===== config.mk =====
export PLATFORM = sky130hd
export DESIGN_NAME = bf16_mul_arbiter
export DESIGN_NICKNAME = d
export VERILOG_FILES = /design/src/rtl/bf16_mul_arbiter.sv
export SDC_FILE = /design/constraint.sdc
export NUM_CORES = 1
export LEC_CHECK = 0
export ABC_CLOCK_PERIOD_IN_PS = 7650
export CORE_UTILIZATION = 51
export CTS_CLUSTER_DIAMETER = 150
export CTS_CLUSTER_SIZE = 16
export DETAILED_ROUTE_END_ITERATION = 7
export PLACE_DENSITY = 0.94
export SYNTH_ARGS = -nofsm -noshare
export SYNTH_HDL_FRONTEND = slang
export SYNTH_SLANG_ARGS = --single-unit

===== constraint.sdc =====
create_clock -name i_clk -period 7.65 [get_ports i_clk]
set_input_delay 1.1475 -clock i_clk [delete_from_list [all_inputs] [get_ports i_clk]]
set_output_delay 1.1475 -clock i_clk [all_outputs]
set_load 0.005 [all_outputs]

===== src/rtl/bf16_mul_arbiter.sv =====
// bf16_mul_arbiter
// Shares a single bf16 multiplier between NUM_REQ requesters.
// - Round-robin grant into an operand register (S1).
// - The multiplier is purely combinational on S1.
// - Results land in an output register (S2), tagged with the requester index.
// Optional build macro BF16_MUL_ARB_STATS_EN adds saturating NaN/Inf result counters.
module bf16_mul_arbiter #(
   parameter int NUM_REQ    = 4,
   parameter int ID_WIDTH   = 2,
   parameter int DATA_WIDTH = 16,
   parameter int FLAG_WIDTH = 4
) (
   input  logic                          i_clk,
   input  logic                          i_rst,
   input  logic [NUM_REQ-1:0]            i_req_valid,
   input  logic [NUM_REQ*DATA_WIDTH-1:0] i_req_a,
   input  logic [NUM_REQ*DATA_WIDTH-1:0] i_req_b,
   output logic [NUM_REQ-1:0]            o_req_ready,
   output logic                          o_res_valid,
   output logic [DATA_WIDTH-1:0]         o_res_data,
   output logic [FLAG_WIDTH-1:0]         o_res_flag,
   output logic [ID_WIDTH-1:0]           o_res_id,
   input  logic                          i_res_ready
`ifdef BF16_MUL_ARB_STATS_EN
   ,
   output logic [15:0]                   o_nan_cnt,
   output logic [15:0]                   o_inf_cnt
`endif
);

   localparam logic [FLAG_WIDTH-1:0] FLAG_NAN  = 4'b1000;
   localparam logic [FLAG_WIDTH-1:0] FLAG_ZERO = 4'b0100;
   localparam logic [FLAG_WIDTH-1:0] FLAG_INF  = 4'b0010;
   localparam logic [FLAG_WIDTH-1:0] FLAG_NORM = 4'b0001;

   logic                  s1Valid_q, s1Valid_d;
   logic [DATA_WIDTH-1:0] s1A_q, s1A_d;
   logic [DATA_WIDTH-1:0] s1B_q, s1B_d;
   logic [ID_WIDTH-1:0]   s1Id_q, s1Id_d;
   logic [ID_WIDTH-1:0]   rrPtr_q, rrPtr_d;
   logic                  resValid_q, resValid_d;
   logic [DATA_WIDTH-1:0] resData_q, resData_d;
   logic [FLAG_WIDTH-1:0] resFlag_q, resFlag_d;
   logic [ID_WIDTH-1:0]   resId_q, resId_d;

   logic                  s2Load;
   logic                  s1Free;
   logic                  grantFound;
   logic [ID_WIDTH-1:0]   grantId;
   logic [ID_WIDTH:0]     scanIdx;
   logic                  accept;
   logic [DATA_WIDTH-1:0] opA, opB;

   logic [DATA_WIDTH-1:0] mulData;
   logic [FLAG_WIDTH-1:0] mulFlag;
   logic                  signP;
   logic [7:0]            expA, expB;
   logic                  nanA, nanB, infA, infB, zeroA, zeroB;
   logic [8:0]            sigTop;
   logic signed [10:0]    expBiased;
   logic [6:0]            mantP;

   // Output stage may load when empty or being drained; S1 is free when empty or moving on.
   assign s2Load = ~resValid_q | i_res_ready;
   assign s1Free = ~s1Valid_q | s2Load;
   assign accept = s1Free & grantFound;

   // Round-robin scan starting at rrPtr_q, wrapping modulo NUM_REQ, first valid wins.
   always_comb begin
      grantFound = 1'b0;
      grantId    = '0;
      scanIdx    = '0;
      for (int off = 0; off < NUM_REQ; off++) begin
         scanIdx = {1'b0, rrPtr_q} + (ID_WIDTH+1)'(off);
         if (scanIdx >= (ID_WIDTH+1)'(NUM_REQ)) begin
            scanIdx = scanIdx - (ID_WIDTH+1)'(NUM_REQ);
         end
         if (!grantFound && i_req_valid[scanIdx[ID_WIDTH-1:0]]) begin
            grantFound = 1'b1;
            grantId    = scanIdx[ID_WIDTH-1:0];
         end
      end
   end

   assign o_req_ready = accept ? ({{(NUM_REQ-1){1'b0}}, 1'b1} << grantId) : '0;
   assign opA         = i_req_a[grantId*DATA_WIDTH +: DATA_WIDTH];
   assign opB         = i_req_b[grantId*DATA_WIDTH +: DATA_WIDTH];

   // Combinational bf16 multiply on the S1 operands: specials first, then truncated normal product.
   always_comb begin
      mulData   = '0;
      mulFlag   = FLAG_NORM;
      signP     = s1A_q[15] ^ s1B_q[15];
      expA      = s1A_q[14:7];
      expB      = s1B_q[14:7];
      nanA      = (expA == 8'hFF) && (s1A_q[6:0] != 7'd0);
      nanB      = (expB == 8'hFF) && (s1B_q[6:0] != 7'd0);
      infA      = (expA == 8'hFF) && (s1A_q[6:0] == 7'd0);
      infB      = (expB == 8'hFF) && (s1B_q[6:0] == 7'd0);
      zeroA     = (expA == 8'h00);
      zeroB     = (expB == 8'h00);
      sigTop    = 9'((16'({1'b1, s1A_q[6:0]}) * 16'({1'b1, s1B_q[6:0]})) >> 7);
      expBiased = $signed({3'b000, expA}) + $signed({3'b000, expB}) - 11'sd127
                  + $signed({10'd0, sigTop[8]});
      mantP     = sigTop[8] ? sigTop[7:1] : sigTop[6:0];
      if (nanA || nanB) begin
         mulData = 16'h7FC0;
         mulFlag = FLAG_NAN;
      end else if ((zeroA && infB) || (infA && zeroB)) begin
         mulData = 16'hFFC0;
         mulFlag = FLAG_NAN;
      end else if (zeroA || zeroB) begin
         mulData = {signP, 15'd0};
         mulFlag = FLAG_ZERO;
      end else if (infA || infB) begin
         mulData = {signP, 15'h7F80};
         mulFlag = FLAG_INF;
      end else if (expBiased < 11'sd1) begin
         mulData = {signP, 15'd0};
         mulFlag = FLAG_ZERO;
      end else if (expBiased > 11'sd254) begin
         mulData = {signP, 15'h7F80};
         mulFlag = FLAG_INF;
      end else begin
         mulData = {signP, expBiased[7:0], mantP};
         mulFlag = FLAG_NORM;
      end
   end

   // Next-state for both pipeline stages and the round-robin pointer.
   always_comb begin
      s1Valid_d  = s1Valid_q;
      s1A_d      = s1A_q;
      s1B_d      = s1B_q;
      s1Id_d     = s1Id_q;
      rrPtr_d    = rrPtr_q;
      resValid_d = resValid_q;
      resData_d  = resData_q;
      resFlag_d  = resFlag_q;
      resId_d    = resId_q;
      if (s2Load) begin
         resValid_d = s1Valid_q;
         if (s1Valid_q) begin
            resData_d = mulData;
            resFlag_d = mulFlag;
            resId_d   = s1Id_q;
         end
      end
      if (s1Free) begin
         s1Valid_d = accept;
         if (accept) begin
            s1A_d   = opA;
            s1B_d   = opB;
            s1Id_d  = grantId;
            rrPtr_d = (grantId == ID_WIDTH'(NUM_REQ-1)) ? '0 : grantId + 1'b1;
         end
      end
   end

   // State registers; reset drops anything in flight and restarts arbitration at requester 0.
   always_ff @(posedge i_clk) begin
      if (i_rst) begin
         s1Valid_q  <= 1'b0;
         s1A_q      <= '0;
         s1B_q      <= '0;
         s1Id_q     <= '0;
         rrPtr_q    <= '0;
         resValid_q <= 1'b0;
         resData_q  <= '0;
         resFlag_q  <= '0;
         resId_q    <= '0;
      end else begin
         s1Valid_q  <= s1Valid_d;
         s1A_q      <= s1A_d;
         s1B_q      <= s1B_d;
         s1Id_q     <= s1Id_d;
         rrPtr_q    <= rrPtr_d;
         resValid_q <= resValid_d;
         resData_q  <= resData_d;
         resFlag_q  <= resFlag_d;
         resId_q    <= resId_d;
      end
   end

   assign o_res_valid = resValid_q;
   assign o_res_data  = resData_q;
   assign o_res_flag  = resFlag_q;
   assign o_res_id    = resId_q;

`ifdef BF16_MUL_ARB_STATS_EN
   logic [15:0] nanCnt_q, nanCnt_d;
   logic [15:0] infCnt_q, infCnt_d;
   logic        resTaken;

   assign resTaken = resValid_q & i_res_ready;

   // Count NaN/Inf results as they are handed downstream, sticking at all-ones.
   always_comb begin
      nanCnt_d = nanCnt_q;
      infCnt_d = infCnt_q;
      if (resTaken && resFlag_q[3] && (nanCnt_q != 16'hFFFF)) begin
         nanCnt_d = nanCnt_q + 16'd1;
      end
      if (resTaken && resFlag_q[1] && (infCnt_q != 16'hFFFF)) begin
         infCnt_d = infCnt_q + 16'd1;
      end
   end

   // Statistics registers.
   always_ff @(posedge i_clk) begin
      if (i_rst) begin
         nanCnt_q <= '0;
         infCnt_q <= '0;
      end else begin
         nanCnt_q <= nanCnt_d;
         infCnt_q <= infCnt_d;
      end
   end

   assign o_nan_cnt = nanCnt_q;
   assign o_inf_cnt = infCnt_q;
`endif

endmodule


* After elaboration in Yosys (flattened, before gate mapping)
Cells that the tools add are included.
** Storage, ports and cells
- Register bits :: 60
- Latch bits :: 0
- RAM bits :: 0
- Bits in read-only memories :: 0
- Bits of input ports :: 135
- Logic and storage cells :: 102
- Memories :: 0
** Operators by class
- Add/sub/neg operators :: 11
- Multiply operators :: 1
- Divide/modulo/power cells :: 0
- Order comparisons :: 10
- Eq/ne operators :: 3
- Shift-type cells :: 3
- Multiplexer cells :: 35
- Bitwise gates (word level) :: 6
- Reduce and logical (&&, ||, !) cells :: 24
** Operators with widths (count)
- $shiftx 64x7->16 :: 2
- $mux 15 :: 4
- $mux 16 :: 2
- $mux 2 :: 10
- $eq 8x8->1 const B :: 2
- $logic_not 8->1 :: 2
- $mul 8x8->16 :: 1
- $logic_not 7->1 :: 2
- $reduce_bool 7->1 :: 2
- $lt 2x3->1 const B :: 4
- $mux 4 :: 3
- $add 10x2->11 :: 1
- $gt 11x9->1 const B :: 1
- $lt 11x2->1 const B :: 1
- $sub 9x7->10 const B :: 1
- $add 8x8->9 :: 1
- $ge 3x3->1 const B :: 3
- $logic_and 1x1->1 :: 9
- $mux 3 :: 3
- $bmux 1 s2 :: 4
- $mux 1 :: 8
- $sub 2x1->2 const B :: 4
- $mux 7 :: 1
- $add 2x2->3 const B :: 2
- 12 further kinds :: 20

* Logic depth before layout (Yosys ltp)
- Depth in word-level cells :: 16
- Gate-level depth with buffers :: 28
- Gate-level depth less buffers :: 27

* Worst setup path before layout
No wires, ideal clock.
- Kind :: register to register
- Start :: reg s1A_q[4]
- End :: reg resData_q[2] (netlist: o_res_data[2])
- Library setup time :: 96 ps
- Data arrival time :: 6583 ps
- Path slack :: 972 ps
- Cell stages (with the launch flop) :: 28
- Buffers on the path :: 2
- Period minus slack after synthesis :: 6678 ps
- Cell sequence :: dfxtp_1 clkbuf_1 and2_1 fa_1 inv_1 fa_1 inv_1 fa_1 inv_1 fa_1 inv_1 ha_1 a21oi_1 o221ai_1 o21ai_0 a31oi_1 nor3b_2 buf_4 nor2_1 ha_1 and3b_1 o311a_2 and4_4 a32o_1 a221oi_2 nand4_2 or3_1 o41ai_2
** Between the ends
- Longest elaborated chain between the ends :: 9
- Elaborated cells between the ends (all ways) :: 19
** Ends and longest elaborated chain
- from (decl) :: RTL line 37 : logic [DATA_WIDTH-1:0] s1A_q, s1A_d;
- from (signal assigned) :: RTL line 164 : s1A_q <= '0;
- from (signal assigned) :: RTL line 174 : s1A_q <= s1A_d;
- $mul 8x8->16 :: RTL line 102 : sigTop = 9'((16'({1'b1, s1A_q[6:0]}) * 16'({1'b1, s1B_q[6:0]})) >> 7);
- $add 10x2->11 :: RTL line 104 : + $signed({10'd0, sigTop[8]});
- $gt 11x9->1 :: RTL line 121 : end else if (expBiased > 11'sd254) begin
- $mux 15 :: RTL line 121
- $mux 15 :: RTL line 118 : end else if (expBiased < 11'sd1) begin
- $mux 15 :: RTL line 115 : end else if (infA || infB) begin
- $mux 15 :: RTL line 112 : end else if (zeroA || zeroB) begin
- $mux 16 :: RTL line 109 : end else if ((zeroA && infB) || (infA && zeroB)) begin
- $mux 16 * :: RTL line 106 : if (nanA || nanB) begin
- to (signal assigned) :: RTL line 179 : resData_q <= resData_d;
- to (decl) :: RTL line 42 : logic [DATA_WIDTH-1:0] resData_q, resData_d;
Mark *: on every way between the ends. The rest lies on a longest branch, timed or not.
A chain may end at the register's enable or synchronous reset.

* Worst setup path in the final report
Ends and elaborated chain as after synthesis.

==> results.ini <==
[pwr]
power_frac_seq_pct=21.3
clkPwrFrac_pct=23.5
ir_drop_mv=0.157
p_sw_uw=816
p_int_mw=1.17
p_sw_share_pct=41.1
p_leak_nw=3.73
pwr-share-comb_pct=55.3
power_per_cell_area_nw_per_um2=239

[synthesis]
syn_nets=1068
async_reset_ff_share_pct=0
syn_area_um2=6280
synth_edf_count=0
ys_ff_latch=60
synth_cell_type_count=72
yosysWarningCount=0
synthTopCellsByArea=dfxtp_1, fa_1, ha_1, nand2_1, a21oi_1
synth_largest_area_cell=dfxtp_1
netlist_instances=844
yosysTopAreaCellShare_pct=19.1
syn_avg_cell_area_um2=7.44
yosysSeqAreaShare_pct=19.1
ys.flop_type=dfxtp_1

[critical_path]
worst-path-max-fanout=10
slowest_stage=fa_1
required_ns=7.90
cp_slowest_stage_delay_ns=0.53
start_kind=flop
cp.arrival_ns=7.04
path_class=flop to flop
critPathCaptureType=flop

[drt]
wl_met2_um=8580
postRouteAntennaNets=0
via_per_inst=5.65
drt_first_pass_iters=5
via_count=6384
drcViolationCount=0
drtIter0Drc=466
wl_um=17700
met1_length_um=7730
route.met3.wl_um=978
top_layer=met4
routedWlPerCell_um=15.6

[layout]
n_antenna_cell=0
areaGrowthSynthToFinish_pct=31.8
drive_gt1_share_pct=4.78
final_common_cell=nand2_1
most-common-layout-cells=nand2_1, clkdlybuf4s50_1, inv_1
nets=1202
final_area_um2=8280

[clock_network]
cts_buffers=9
clk_pin_slew_ns=0.05
cts-resized-gates=0
root_buffer=clkbuf_16
tritoncts=built
cts_buffer_depth=2
htree_levels=3
postCtsSetupBuffers=0
clkLatencyLatePin_ns=0.35
clock-sinks=60
holdBufCountCts=0

[placement]
gp_congestion=0.930
place_area_um2=7950
numPortBuffers=161
hpwl_um=13500

[sta]
fmax_mhz=147
finalCritPeriodShare_pct=88.8
min_period_ns=6.79
setup_tns_ns=0
finalSetupViolCount=0
drv_slew=0
skew_ns=0.0101
rsz0062_at_grt=false
maxSlewHeadroom_pct=30.6
hold_viol=0
tightest_slew_ns=1.04

[global_route]
grt_pass1_wl_um=29500
antenna_found_initial=0
grt_max_degree=77
overflow=0
grt_pass1_vias=6191
grt_usage_pct=28.7

[floorplanning]
io_pins=162
initial_core_util_pct=52.3
die_w_um=113
die_area_um2=12800
coreArea_um2=12000
rows=40
die_h_um=113

[status]
status=completed

[job]
max_cap_viol_count=0

[worst_hold_path]
hp-class=flop to flop

-- power by group through the flow --
| stage | registers, mW | clock network [mW] | logic (mW) |
|---|---|---|---|
| CTS | 0.420 | 0.467 | 1.09 |
| global route | 0.429 | 0.482 | 1.23 |
| detailed placement | 0.426 | 0 | 1.08 |
| floorplan | 0.404 | 0 | 0.799 |
| global placement | 0.423 | 0 | 1.05 |
| finish | 0.422 | 0.466 | 1.10 |
-- final timing paths --
path / depth (start not counted) / to / slack, ns / from
worst max-delay path: 25 / o_res_data[2] / 0.86 / s1A_q[4]
worst min-delay path: 2 / o_res_id[1] / 0.45 / o_res_id[1]
worst min register to register: 2 / o_res_id[1] / 0.45 / o_res_id[1]
worst max register to register: 25 / o_res_data[2] / 0.86 / s1A_q[4]
-- worst max-delay path: cells and delay by family, from the launching register on --
kind            cells  cell delay (ns)
simple gates        9             2.10
flops               1             0.41
compound gates      6             1.43
fa+ha+maj           6             2.56
buf+inv             4             0.19
-- synth_stat cells (13+ instances only) --
master	number
a21oi_1	65
a311oi_1	32
and2_1	36
and3_1	33
clkbuf_1	33
dfxtp_1	60
fa_1	36
ha_1	53
inv_1	83
nand2_1	164
nor2_1	73
nor3_1	15
o21ai_0	13
-- per-stage QoR --
stage,setup slack [ns],power (mW),util [%],std cells,hold slack (ns)
after floorplan,0.972,1.20,-,844,0.432
after global placement,1.09,1.47,66.2,1114,0.442
after detailed placement,0.870,1.50,66.2,1114,0.446
after CTS,0.859,1.98,68.9,1130,0.453
after global routing,0.365,2.14,68.9,1130,0.495
final,0.857,1.98,68.9,1130,0.451
-- metal layers --
metal / GRT usage, % / vias to the layer above
li1: - / 3162
met1: 37.6 / 2960
met2: 48.4 / 232
met3: 4.71 / 30
met4: 9.65 / 0
met5: 0 / -
-- sequential cells by signal (all words and copies together) (netlist names) --
name and flops:
o_res_data 16, s1A_q 16, s1B_q 16, o_res_flag 4
o_res_id 2, rrPtr_q 2, s1Id_q 2, o_res_valid 1
s1Valid_q 1
-- kinds of logic (layout without fill, tap and decap cells) --
family	after synthesis	in the layout	share of synthesized area, %
AOI/OAI and AO/OA	158	158	17.8
xor gates and xnor gates	15	15	2.21
adders and majority gates	89	89	22.0
buffers and inverters	128	267	8.07
DFF	60	60	19.1
muxes	4	4	0.637
and+or+nand+nor	390	390	30.1
-- area by class of cell --
class | instances | area (µm²)
inverters | 84 | 315
multi-input cells | 656 | 4600
clock buffers | 11 | 233
repair buffers | 167 | 1650
well taps | 147 | 184
flip-flops and latches | 60 | 1200
fillers | 964 | 3730
clock inverters | 5 | 100
(Power assumes the default switching activity.)
